## src/rtl/gfa_komut_isleyici_pkg.sv

```systemverilog
// Shared constants for the command executor: opcodes, field positions, FSM states.
// Optional counters in the top are enabled with GFA_KOMUT_SAYAC_EN.
package gfa_komut_isleyici_pkg;

    localparam logic [3:0] OP_NOP   = 4'd0;
    localparam logic [3:0] OP_YAZ   = 4'd1;
    localparam logic [3:0] OP_OKU   = 4'd2;
    localparam logic [3:0] OP_TOPLA = 4'd3;
    localparam logic [3:0] OP_DURUM = 4'd4;

    localparam int OP_LSB  = 28;
    localparam int IDX_LSB = 24;
    localparam int IMM_W   = 24;

    localparam logic [27:0] GECERSIZ_ONEK = 28'hDEAD000;

    typedef enum logic [1:0] {
        BOS   = 2'd0,
        ISLE  = 2'd1,
        BEKLE = 2'd2
    } durum_t;

endpackage

```

## src/rtl/gfa_komut_isleyici_yanit_fifo.sv

```systemverilog
// Generic synchronous FIFO; head is visible combinationally, 1-cycle write-to-read.
// Writes when full and reads when empty are ignored; full means no push-through.
module gfa_yanit_fifo #(
    parameter int W        = 32,
    parameter int DERINLIK = 4
) (
    input  logic                        ACLK,
    input  logic                        ARESET,
    input  logic                        push,
    input  logic [W-1:0]                push_dat,
    input  logic                        pop,
    output logic [W-1:0]                bas,
    output logic                        full,
    output logic                        empty,
    output logic [$clog2(DERINLIK):0]   count
);
    localparam int AW = $clog2(DERINLIK);

    logic [W-1:0]  mem [DERINLIK];
    logic [AW-1:0] wptr, rptr;
    logic          wr, rd;

    assign full  = (count == (AW+1)'(DERINLIK));
    assign empty = (count == '0);
    assign wr    = push && !full;
    assign rd    = pop && !empty;
    assign bas   = mem[rptr];

    always_ff @(posedge ACLK) begin
        if (wr) mem[wptr] <= push_dat;
    end

    // Depth is a power of two, so pointer overflow is the wrap.
    always_ff @(posedge ACLK) begin
        if (ARESET) begin
            wptr  <= '0;
            rptr  <= '0;
            count <= '0;
        end else begin
            if (wr) wptr <= wptr + 1'b1;
            if (rd) rptr <= rptr + 1'b1;
            case ({wr, rd})
                2'b10:   count <= count + 1'b1;
                2'b01:   count <= count - 1'b1;
                default: count <= count;
            endcase
        end
    end

endmodule

```

## src/rtl/gfa_komut_isleyici.sv

```systemverilog
// Command executor: latches a command, executes it next cycle against the register bank,
// pushes read/status/illegal results to the response FIFO; stalls in BEKLE while it is full.
// Optional GFA_KOMUT_SAYAC_EN adds executed/illegal command counters to the status word.
module gfa_komut_isleyici
    import gfa_komut_isleyici_pkg::*;
#(
    parameter int VERI_BIT      = 32,
    parameter int REG_SAYISI    = 16,
    parameter int FIFO_DERINLIK = 4
) (
    input  logic                ACLK,
    input  logic                ARESET,
    input  logic [VERI_BIT-1:0] komut,
    input  logic                komut_gecerli,
    output logic                komut_hazir,
    output logic [VERI_BIT-1:0] veri,
    output logic                veri_gecerli,
    input  logic                veri_hazir,
    output logic                mesgul
);
    localparam int IDX_W = $clog2(REG_SAYISI);
    localparam int SAY_W = $clog2(FIFO_DERINLIK) + 1;

    durum_t              durum;
    logic [VERI_BIT-1:0] komut_r, bekleyen;
    logic [VERI_BIT-1:0] reg_bank [REG_SAYISI];
    logic [3:0]          op;
    logic [IDX_W-1:0]    idx;
    logic [IMM_W-1:0]    imm;
    logic                yanit_gerek;
    logic [VERI_BIT-1:0] yanit, durum_kelimesi, push_dat, fifo_bas;
    logic                push_en, pop_en, tamam;
    logic                fifo_dolu, fifo_bos;
    logic [SAY_W-1:0]    fifo_sayi;

    assign op  = komut_r[OP_LSB +: 4];
    assign idx = komut_r[IDX_LSB +: IDX_W];
    assign imm = komut_r[IMM_W-1:0];

    always_comb begin
        yanit_gerek = 1'b0;
        yanit       = '0;
        case (op)
            OP_NOP, OP_YAZ, OP_TOPLA: ;
            OP_OKU: begin
                yanit_gerek = 1'b1;
                yanit       = reg_bank[idx];
            end
            OP_DURUM: begin
                yanit_gerek = 1'b1;
                yanit       = durum_kelimesi;
            end
            default: begin
                yanit_gerek = 1'b1;
                yanit       = {GECERSIZ_ONEK, op};
            end
        endcase
    end

    assign push_en  = ((durum == ISLE) && yanit_gerek && !fifo_dolu) ||
                      ((durum == BEKLE) && !fifo_dolu);
    assign push_dat = (durum == BEKLE) ? bekleyen : yanit;
    assign pop_en   = veri_hazir && !fifo_bos;
    assign tamam    = ((durum == ISLE) && !(yanit_gerek && fifo_dolu)) ||
                      ((durum == BEKLE) && !fifo_dolu);

    always_ff @(posedge ACLK) begin
        if (ARESET) begin
            durum       <= BOS;
            komut_hazir <= 1'b1;
            mesgul      <= 1'b0;
            komut_r     <= '0;
            bekleyen    <= '0;
            for (int i = 0; i < REG_SAYISI; i++) reg_bank[i] <= '0;
        end else begin
            case (durum)
                BOS: if (komut_gecerli) begin
                    komut_r     <= komut;
                    durum       <= ISLE;
                    komut_hazir <= 1'b0;
                    mesgul      <= 1'b1;
                end
                ISLE: begin
                    if (op == OP_YAZ)
                        reg_bank[idx] <= {{(VERI_BIT-IMM_W){1'b0}}, imm};
                    else if (op == OP_TOPLA)
                        reg_bank[idx] <= reg_bank[idx] + {{(VERI_BIT-IMM_W){imm[IMM_W-1]}}, imm};
                    if (yanit_gerek && fifo_dolu) begin
                        bekleyen <= yanit;
                        durum    <= BEKLE;
                    end else begin
                        durum       <= BOS;
                        komut_hazir <= 1'b1;
                        mesgul      <= 1'b0;
                    end
                end
                BEKLE: if (!fifo_dolu) begin
                    durum       <= BOS;
                    komut_hazir <= 1'b1;
                    mesgul      <= 1'b0;
                end
                default: begin
                    durum       <= BOS;
                    komut_hazir <= 1'b1;
                    mesgul      <= 1'b0;
                end
            endcase
        end
    end

`ifdef GFA_KOMUT_SAYAC_EN
    logic [15:0] yurutulen_say;
    logic [7:0]  gecersiz_say;

    // Counted on completion, so a DURUM reports the count before itself.
    always_ff @(posedge ACLK) begin
        if (ARESET) begin
            yurutulen_say <= '0;
            gecersiz_say  <= '0;
        end else if (tamam && (op != OP_NOP)) begin
            yurutulen_say <= yurutulen_say + 1'b1;
            if ((op > OP_DURUM) && (gecersiz_say != 8'hFF))
                gecersiz_say <= gecersiz_say + 1'b1;
        end
    end

    assign durum_kelimesi = {yurutulen_say, gecersiz_say, 8'(fifo_sayi)};
`else
    assign durum_kelimesi = {{(VERI_BIT-8){1'b0}}, 8'(fifo_sayi)};
`endif

    gfa_yanit_fifo #(
        .W        (VERI_BIT),
        .DERINLIK (FIFO_DERINLIK)
    ) u_yanit_fifo (
        .ACLK     (ACLK),
        .ARESET   (ARESET),
        .push     (push_en),
        .push_dat (push_dat),
        .pop      (pop_en),
        .bas      (fifo_bas),
        .full     (fifo_dolu),
        .empty    (fifo_bos),
        .count    (fifo_sayi)
    );

    assign veri_gecerli = !fifo_bos;
    assign veri         = fifo_bos ? '0 : fifo_bas;

endmodule

```

## config.mk

```make
export PLATFORM = sky130hd
export DESIGN_NAME = gfa_komut_isleyici
export DESIGN_NICKNAME = d
export VERILOG_FILES = /design/src/rtl/gfa_komut_isleyici_pkg.sv /design/src/rtl/gfa_komut_isleyici_yanit_fifo.sv /design/src/rtl/gfa_komut_isleyici.sv
export SDC_FILE = /design/constraint.sdc
export NUM_CORES = 1
export LEC_CHECK = 0
export CORE_UTILIZATION = 55
export CTS_CLUSTER_DIAMETER = 50
export DETAILED_ROUTE_END_ITERATION = 6
export HOLD_SLACK_MARGIN = 0.05
export PLACE_DENSITY = 0.78
export SYNTH_ARGS = -nofsm -noshare
export SYNTH_HDL_FRONTEND = slang
export SYNTH_HIERARCHICAL = 1
export SYNTH_SLANG_ARGS = --single-unit
```

## constraint.sdc

```tcl
create_clock -name ACLK -period 4.45 [get_ports ACLK]
set_clock_uncertainty 0.05 [all_clocks]
set_input_delay 0.89 -clock ACLK [delete_from_list [all_inputs] [get_ports ACLK]]
set_output_delay 0.89 -clock ACLK [all_outputs]
set_load 0.03 [all_outputs]
```

## After elaboration in Yosys (flattened, before gate mapping)

Memory sizes are Yosys's and may differ from the RTL's. A register that Yosys moved wholly into a read port is not among the register bits.
Cells that the tools add are included.

- Bitwise logic cells: 1
- Muxes and demuxes: 38
- Divide/modulo/power cells: 0
- Equal/unequal tests: 12
- Multiply operators: 0
- Shifts and indexed selects: 0
- Reduce and logical (&&, ||, !) cells: 20
- Add/sub/neg operators: 5
- Order comparisons: 0

Operator list:

| operator | count |
|---|---|
| $mux 32 | 4 |
| $pmux 32 s3 | 1 |
| $add 32x32->32 | 1 |
| $reduce_or 32->1 | 1 |
| $mux 1 | 21 |
| $mux 4 | 3 |
| $mux 2 | 5 |
| $eq 4x2->1 const B | 2 |
| $logic_and 1x1->1 | 7 |
| $ne 2x2->1 const B | 3 |
| $pmux 1 s3 | 2 |
| $pmux 2 s3 | 1 |
| $pmux 3 s2 | 1 |
| $reduce_and 2->1 | 3 |
| $add 2x1->2 const B | 2 |
| $eq 2x1->1 const B | 2 |
| $eq 2x2->1 const B | 2 |
| $eq 4x1->1 const B | 1 |
| $eq 4x3->1 const B | 1 |
| $logic_not 4->1 | 1 |
| $add 3x1->3 const B | 1 |
| $eq 3x3->1 const B | 1 |
| $logic_not 3->1 | 1 |
| $reduce_and 3->1 | 1 |
| other kinds (7) | 8 |

- Register bits: 75
- RAM bits: 640
- Memories: 2
- Latch bits: 0
- ROM bits: 0
- Output and inout port bits: 35
- Bits of input ports: 36
- Word-level logic and storage cells: 86

Memory list:

| memory | words | width | rd ports | clocked after Yosys merged registers in | write ports | line | RTL |
|---|---|---|---|---|---|---|---|
| reg_bank | 16 | 32 | 1 | 1 | 16 | gfa_komut_isleyici.sv:26 | `logic [VERI_BIT-1:0] reg_bank [REG_SAYISI];` |
| u_yanit_fifo.mem | 4 | 32 | 1 | 1 | 1 | gfa_komut_isleyici_yanit_fifo.sv:19 | `logic [W-1:0] mem [DERINLIK];` |

## Logic depth before layout (Yosys ltp)

- Word-level depth: 9
- Mapped depth: 18
- Mapped depth without buffers: 13

## Hierarchy

Netlist, hierarchy kept.

By module, submodules not included:

| module | cells an instance | instances | area each (µm²) | seq. area each (µm²) |
|---|---|---|---|---|
| gfa_komut_isleyici | 2143 | 1 | 27345.0 | 16816.1 |
| gfa_yanit_fifo | 221 | 1 | 5146.2 | 4023.9 |

## Least setup slack after synthesis

OpenSTA, ideal clock, no wires.

- Kind: reg-to-reg
- Start point: reg (tool-made name)
- End point: mem reg_bank[2][22], data pin
- Slack: -0.017 ns
- Data arrival time: 4.153 ns
- Cell stages (with the launch flop): 17
- Data required time: 4.136 ns
- Setup time: 0.264 ns
- Clock period less this slack: 4.467 ns
- Buffers on the path: 5
- Cells stage by stage: dfxtp_1 buf_4 buf_4 buf_4 buf_4 mux4_2 a211oi_1 a21oi_1 ha_1 a21o_1 a221o_1 a21o_1 o21ba_1 or3_4 a31oi_4 buf_6 nor2_2

RTL lines:

| element | line |
|---|---|
| end: declaration | gfa_komut_isleyici.sv:26 |

==> results.cfg <==
[run_status]
run_status = complete, no violations

[sta]
tightest_slew_ns = 1.203
post-route-period-util_pct = 98.63
relSlewSlack_pct = 19.47
drv_slew = 0
finalHoldViolCount = 0
timing.final.crit_period_ns = 4.389
final-setup-viol-count = 0
rsz0062_at_grt = yes
timing.fmax_mhz = 227.8

[placement]
gp_congestion = 0.9366
dp_hpwl_mm = 54.51
numPortBuffers = 70
dp_cells = 3166
placed_cell_area_sq_um = 34840

[floorplan]
coreArea_sq_um = 58030
ios = 71
fp-row-count = 88
initial_core_util_pct = 55.99
die-area_sq_um = 60050
dieWidth_microns = 245.1
die_h_microns = 245.1

[detailed_routing]
routedWlPerCell_microns = 26.86
drtIter0Drc = 2848
wirelength_mm = 89.40
wl_met3_mm = 10.17
wl_met2_mm = 44.33
route.detailed.drc = 0
vias = 21810
highest_layer = met4
ant_nets = 0
drt-met1-wl_mm = 31.07
dr.pass1.iters = 5
routed_via_density = 6.552

[pwr]
internal_power_uw = 12020
combPwrFrac_pct = 11.3
p_leak_uw = 0.01259
power_frac_clock_pct = 40.4
p_seq_share_pct = 48.3
ir_drop_mv = 0.2913
p_per_area_nw_per_um2 = 416.3
switching_share_pct = 24.00
p_sw_uw = 3796

[clocking]
clk_latency_ns = 0.63
clockRootBuffer = clkbuf_16
clock_sinks = 721
cts_buffers = 74
clock_path_buffers = 3
htreeDepth = 3
cts.clk_slew.worst_paths_ns = 0.06
cts_tree = done

[synthesis]
ys_seq_area_share_pct = 64.14
ys_ff_latch = 721
synth_edf_count = 640
avgSynthCellArea_sq_um = 13.74
synthArstFlopShare_pct = 0
yosysTopAreaCell = edfxtp_1
syn_inst = 2364
netlist.area_leader.share_pct = 59.15
synth_nets = 2438
yosysWarnings = 6
synth_area_sq_um = 32490
synth_area_leaders = edfxtp_1 59%, mux4_2 12%, nor2_1 6.2%
synth.distinct_cells = 77
ys.flop_type = edfxtp_1

[global_route]
grtUsageTotal_pct = 29.95
grt_pass1_vias = 22090
antenna_found_initial = 0
grt_pass1_wl_mm = 132.7
grt_max_degree = 79
grt.overflow.total = 0

[cells_and_area]
fin_util_pct = 65.50
multiInputGateArea_sq_um = 11150
finalNetCount = 2579
drive_above_1_share_pct = 22.32
fin_cells = 3328
num-fill-cells = 3821
register_area_sq_um = 20850
final_design_area_no_fill_sq_um = 38010
synthToLayoutAreaGrowth_pct = 16.97
diodes = 0

[setup_path]
crit_fanout = 8
worst_setup_path_end_kind = flop
reg2reg_slack_ns = 0.06
required_ns = 4.77
arrival_ns = 4.70
r2r-end = reg_bank[7][22]$_SDFFCE_PN0P_
path_class = flop to flop
start_kind = flop
rr_worst_depth = 15

[run]
max_cap_violations = 0

[min_path]
hold_start = mesgul$_SDFFE_PP0P_
worst_hold_path_type = flop to flop
holdPathEnd = mesgul$_SDFFE_PP0P_
min_path_cells = 2
==> per-stage QoR <==
| stage | setup TNS [ns] | setup WS [ns] | total power, uW | hold WS [ns] |
|---|---|---|---|---|
| floorplan | 0 | 0.02261 | 8753 | 0.3990 |
| global placement | -0.9963 | -0.06544 | 9345 | 0.4097 |
| detailed placement | -0.1596 | -0.01567 | 9389 | 0.4166 |
| CTS | -0.2960 | -0.02652 | 15730 | 0.4287 |
| global route | -0.9159 | -0.06107 | 16210 | 0.4504 |
| finish | 0 | 0.06102 | 15820 | 0.4258 |
==> flip-flops by register name, summed over array words and instances, names as in the netlist, named ones only <==
| signal | count |
|---|---|
| reg_bank | 512 |
| u_yanit_fifo/count | 3 |
| u_yanit_fifo/wptr | 2 |
| bekleyen | 32 |
| durum | 2 |
| u_yanit_fifo/mem | 128 |
| mesgul | 1 |
| komut_hazir | 1 |
| u_yanit_fifo/rptr | 2 |
| komut_r | 32 |
==> worst max-delay path by stage <==
stage	slack (ns)	endpoint
2_1_floorplan	0.02	reg_bank[2][22]$_SDFFCE_PN0P_
3_3_place_gp	-0.07	reg_bank[5][28]$_SDFFCE_PN0P_
3_5_place_dp	-0.02	reg_bank[7][28]$_SDFFCE_PN0P_
4_1_cts	-0.03	reg_bank[4][22]$_SDFFCE_PN0P_
5_1_grt	-0.06	reg_bank[15][20]$_SDFFCE_PN0P_
6_report	0.06	reg_bank[7][22]$_SDFFCE_PN0P_
==> placed cells by master, fill, tap and decap left out, types with 13 or more instances in the layout <==
| master | Yosys | layout |
|---|---|---|
| clkbuf_16 | 0 | 76 |
| nand2b_2 | 0 | 16 |
| dfxtp_1 | 81 | 76 |
| nor2_1 | 538 | 536 |
| a22o_1 | 34 | 34 |
| a21oi_2 | 1 | 20 |
| mux2i_1 | 28 | 27 |
| nor2_2 | 11 | 13 |
| xnor2_1 | 13 | 13 |
| o21ai_0 | 26 | 24 |
| buf_4 | 12 | 129 |
| a211oi_1 | 32 | 23 |
| nor4_1 | 19 | 16 |
| nor2b_1 | 58 | 57 |
| clkdlybuf4s50_1 | 0 | 69 |
| nand3_1 | 23 | 22 |
| a21oi_1 | 122 | 103 |
| mux4_2 | 172 | 172 |
| nand2_1 | 125 | 124 |
| nor3_1 | 41 | 41 |
| buf_12 | 3 | 27 |
| clkbuf_1 | 115 | 14 |
| ha_1 | 36 | 21 |
| nand4_1 | 18 | 18 |
| edfxtp_1 | 640 | 640 |
| inv_1 | 17 | 17 |
==> timing repair <==
action | in CTS | in global routing
buffers inserted | 13 | 14
gates resized for setup | 12 | 72
pin swaps | 5 | 11
hold buffers | 0 | 0
endpoints found under the setup margin | 126 | 246
cloned | 4 | 0
==> metal layers <==
layer / global-route usage (%) / vias up
li1: - / 9132
met3: 6.495 / 316
met4: 13.44 / 0
met1: 37.03 / 10810
met5: 0 / -
met2: 50.60 / 1545
==> layout make-up <==
class | instances | area share (%)
Tap cell | 765 | 2.518
Timing Repair Buffer | 241 | 6.545
Sequential cell | 721 | 54.87
Multi-Input combinational cell | 1450 | 29.34
Inverter | 17 | 0.1679
Clock inverter | 40 | 1.277
Clock buffer | 94 | 5.287
==> worst max-delay path: stages (launching register included) <==
cell and delay [ns]:
dfxtp_4 0.37, buf_8 0.15, buf_4 0.12, mux4_2 0.48, mux4_2 0.51, ha_4 0.19
fa_2 0.34, a21o_1 0.19, a221o_1 0.37, a21o_4 0.27, o21ba_4 0.21, or3_4 0.34
a31oi_4 0.15, buf_4 0.19, buf_16 0.14, nor2_2 0.03
==> cell usage after synthesis, types with 3 or more instances <==
cell / count
inv_1: 17
nor4_1: 19
mux2i_1: 28
buf_2: 36
nand3_1: 23
a211oi_1: 32
dfxtp_1: 81
nand4_1: 18
and3_1: 6
a31oi_1: 3
nor3b_1: 3
a21o_1: 8
o21bai_1: 3
nor3_1: 41
o221ai_1: 3
mux4_2: 172
nand2_1: 125
o21a_1: 8
and2_1: 10
o21ai_1: 6
buf_1: 7
buf_4: 12
o211ai_1: 9
nor3_2: 3
clkbuf_1: 115
or3_1: 6
nor2_2: 11
ha_1: 36
xnor2_1: 13
a21oi_1: 122
o21ai_0: 26
nor3b_2: 4
nor2b_1: 58
nor2_1: 538
nand2b_1: 22
buf_12: 3
edfxtp_1: 640
a22o_1: 34
o31ai_1: 4
xor2_1: 9
==> logic make-up after synthesis <==
group	Yosys count	synth area share (%)
muxes	205	13.07
buffers and inverters	193	2.707
AOI/OAI and AO/OA	288	5.846
and+or+nand+nor	896	12.09
DFF	721	64.14
xor gates and xnor gates	23	0.6431
adders and majority gates	38	1.510
==> power groups by stage <==
stage               combinational, uW  sequential (uW)  clock, uW
floorplan                        1010             7740          0
global placement                 1580             7770          0
detailed placement               1600             7790          0
CTS                              1670             7640       6420
global route                     1890             7660       6660
finish                           1790             7650       6390
(Power assumes the default switching activity.)
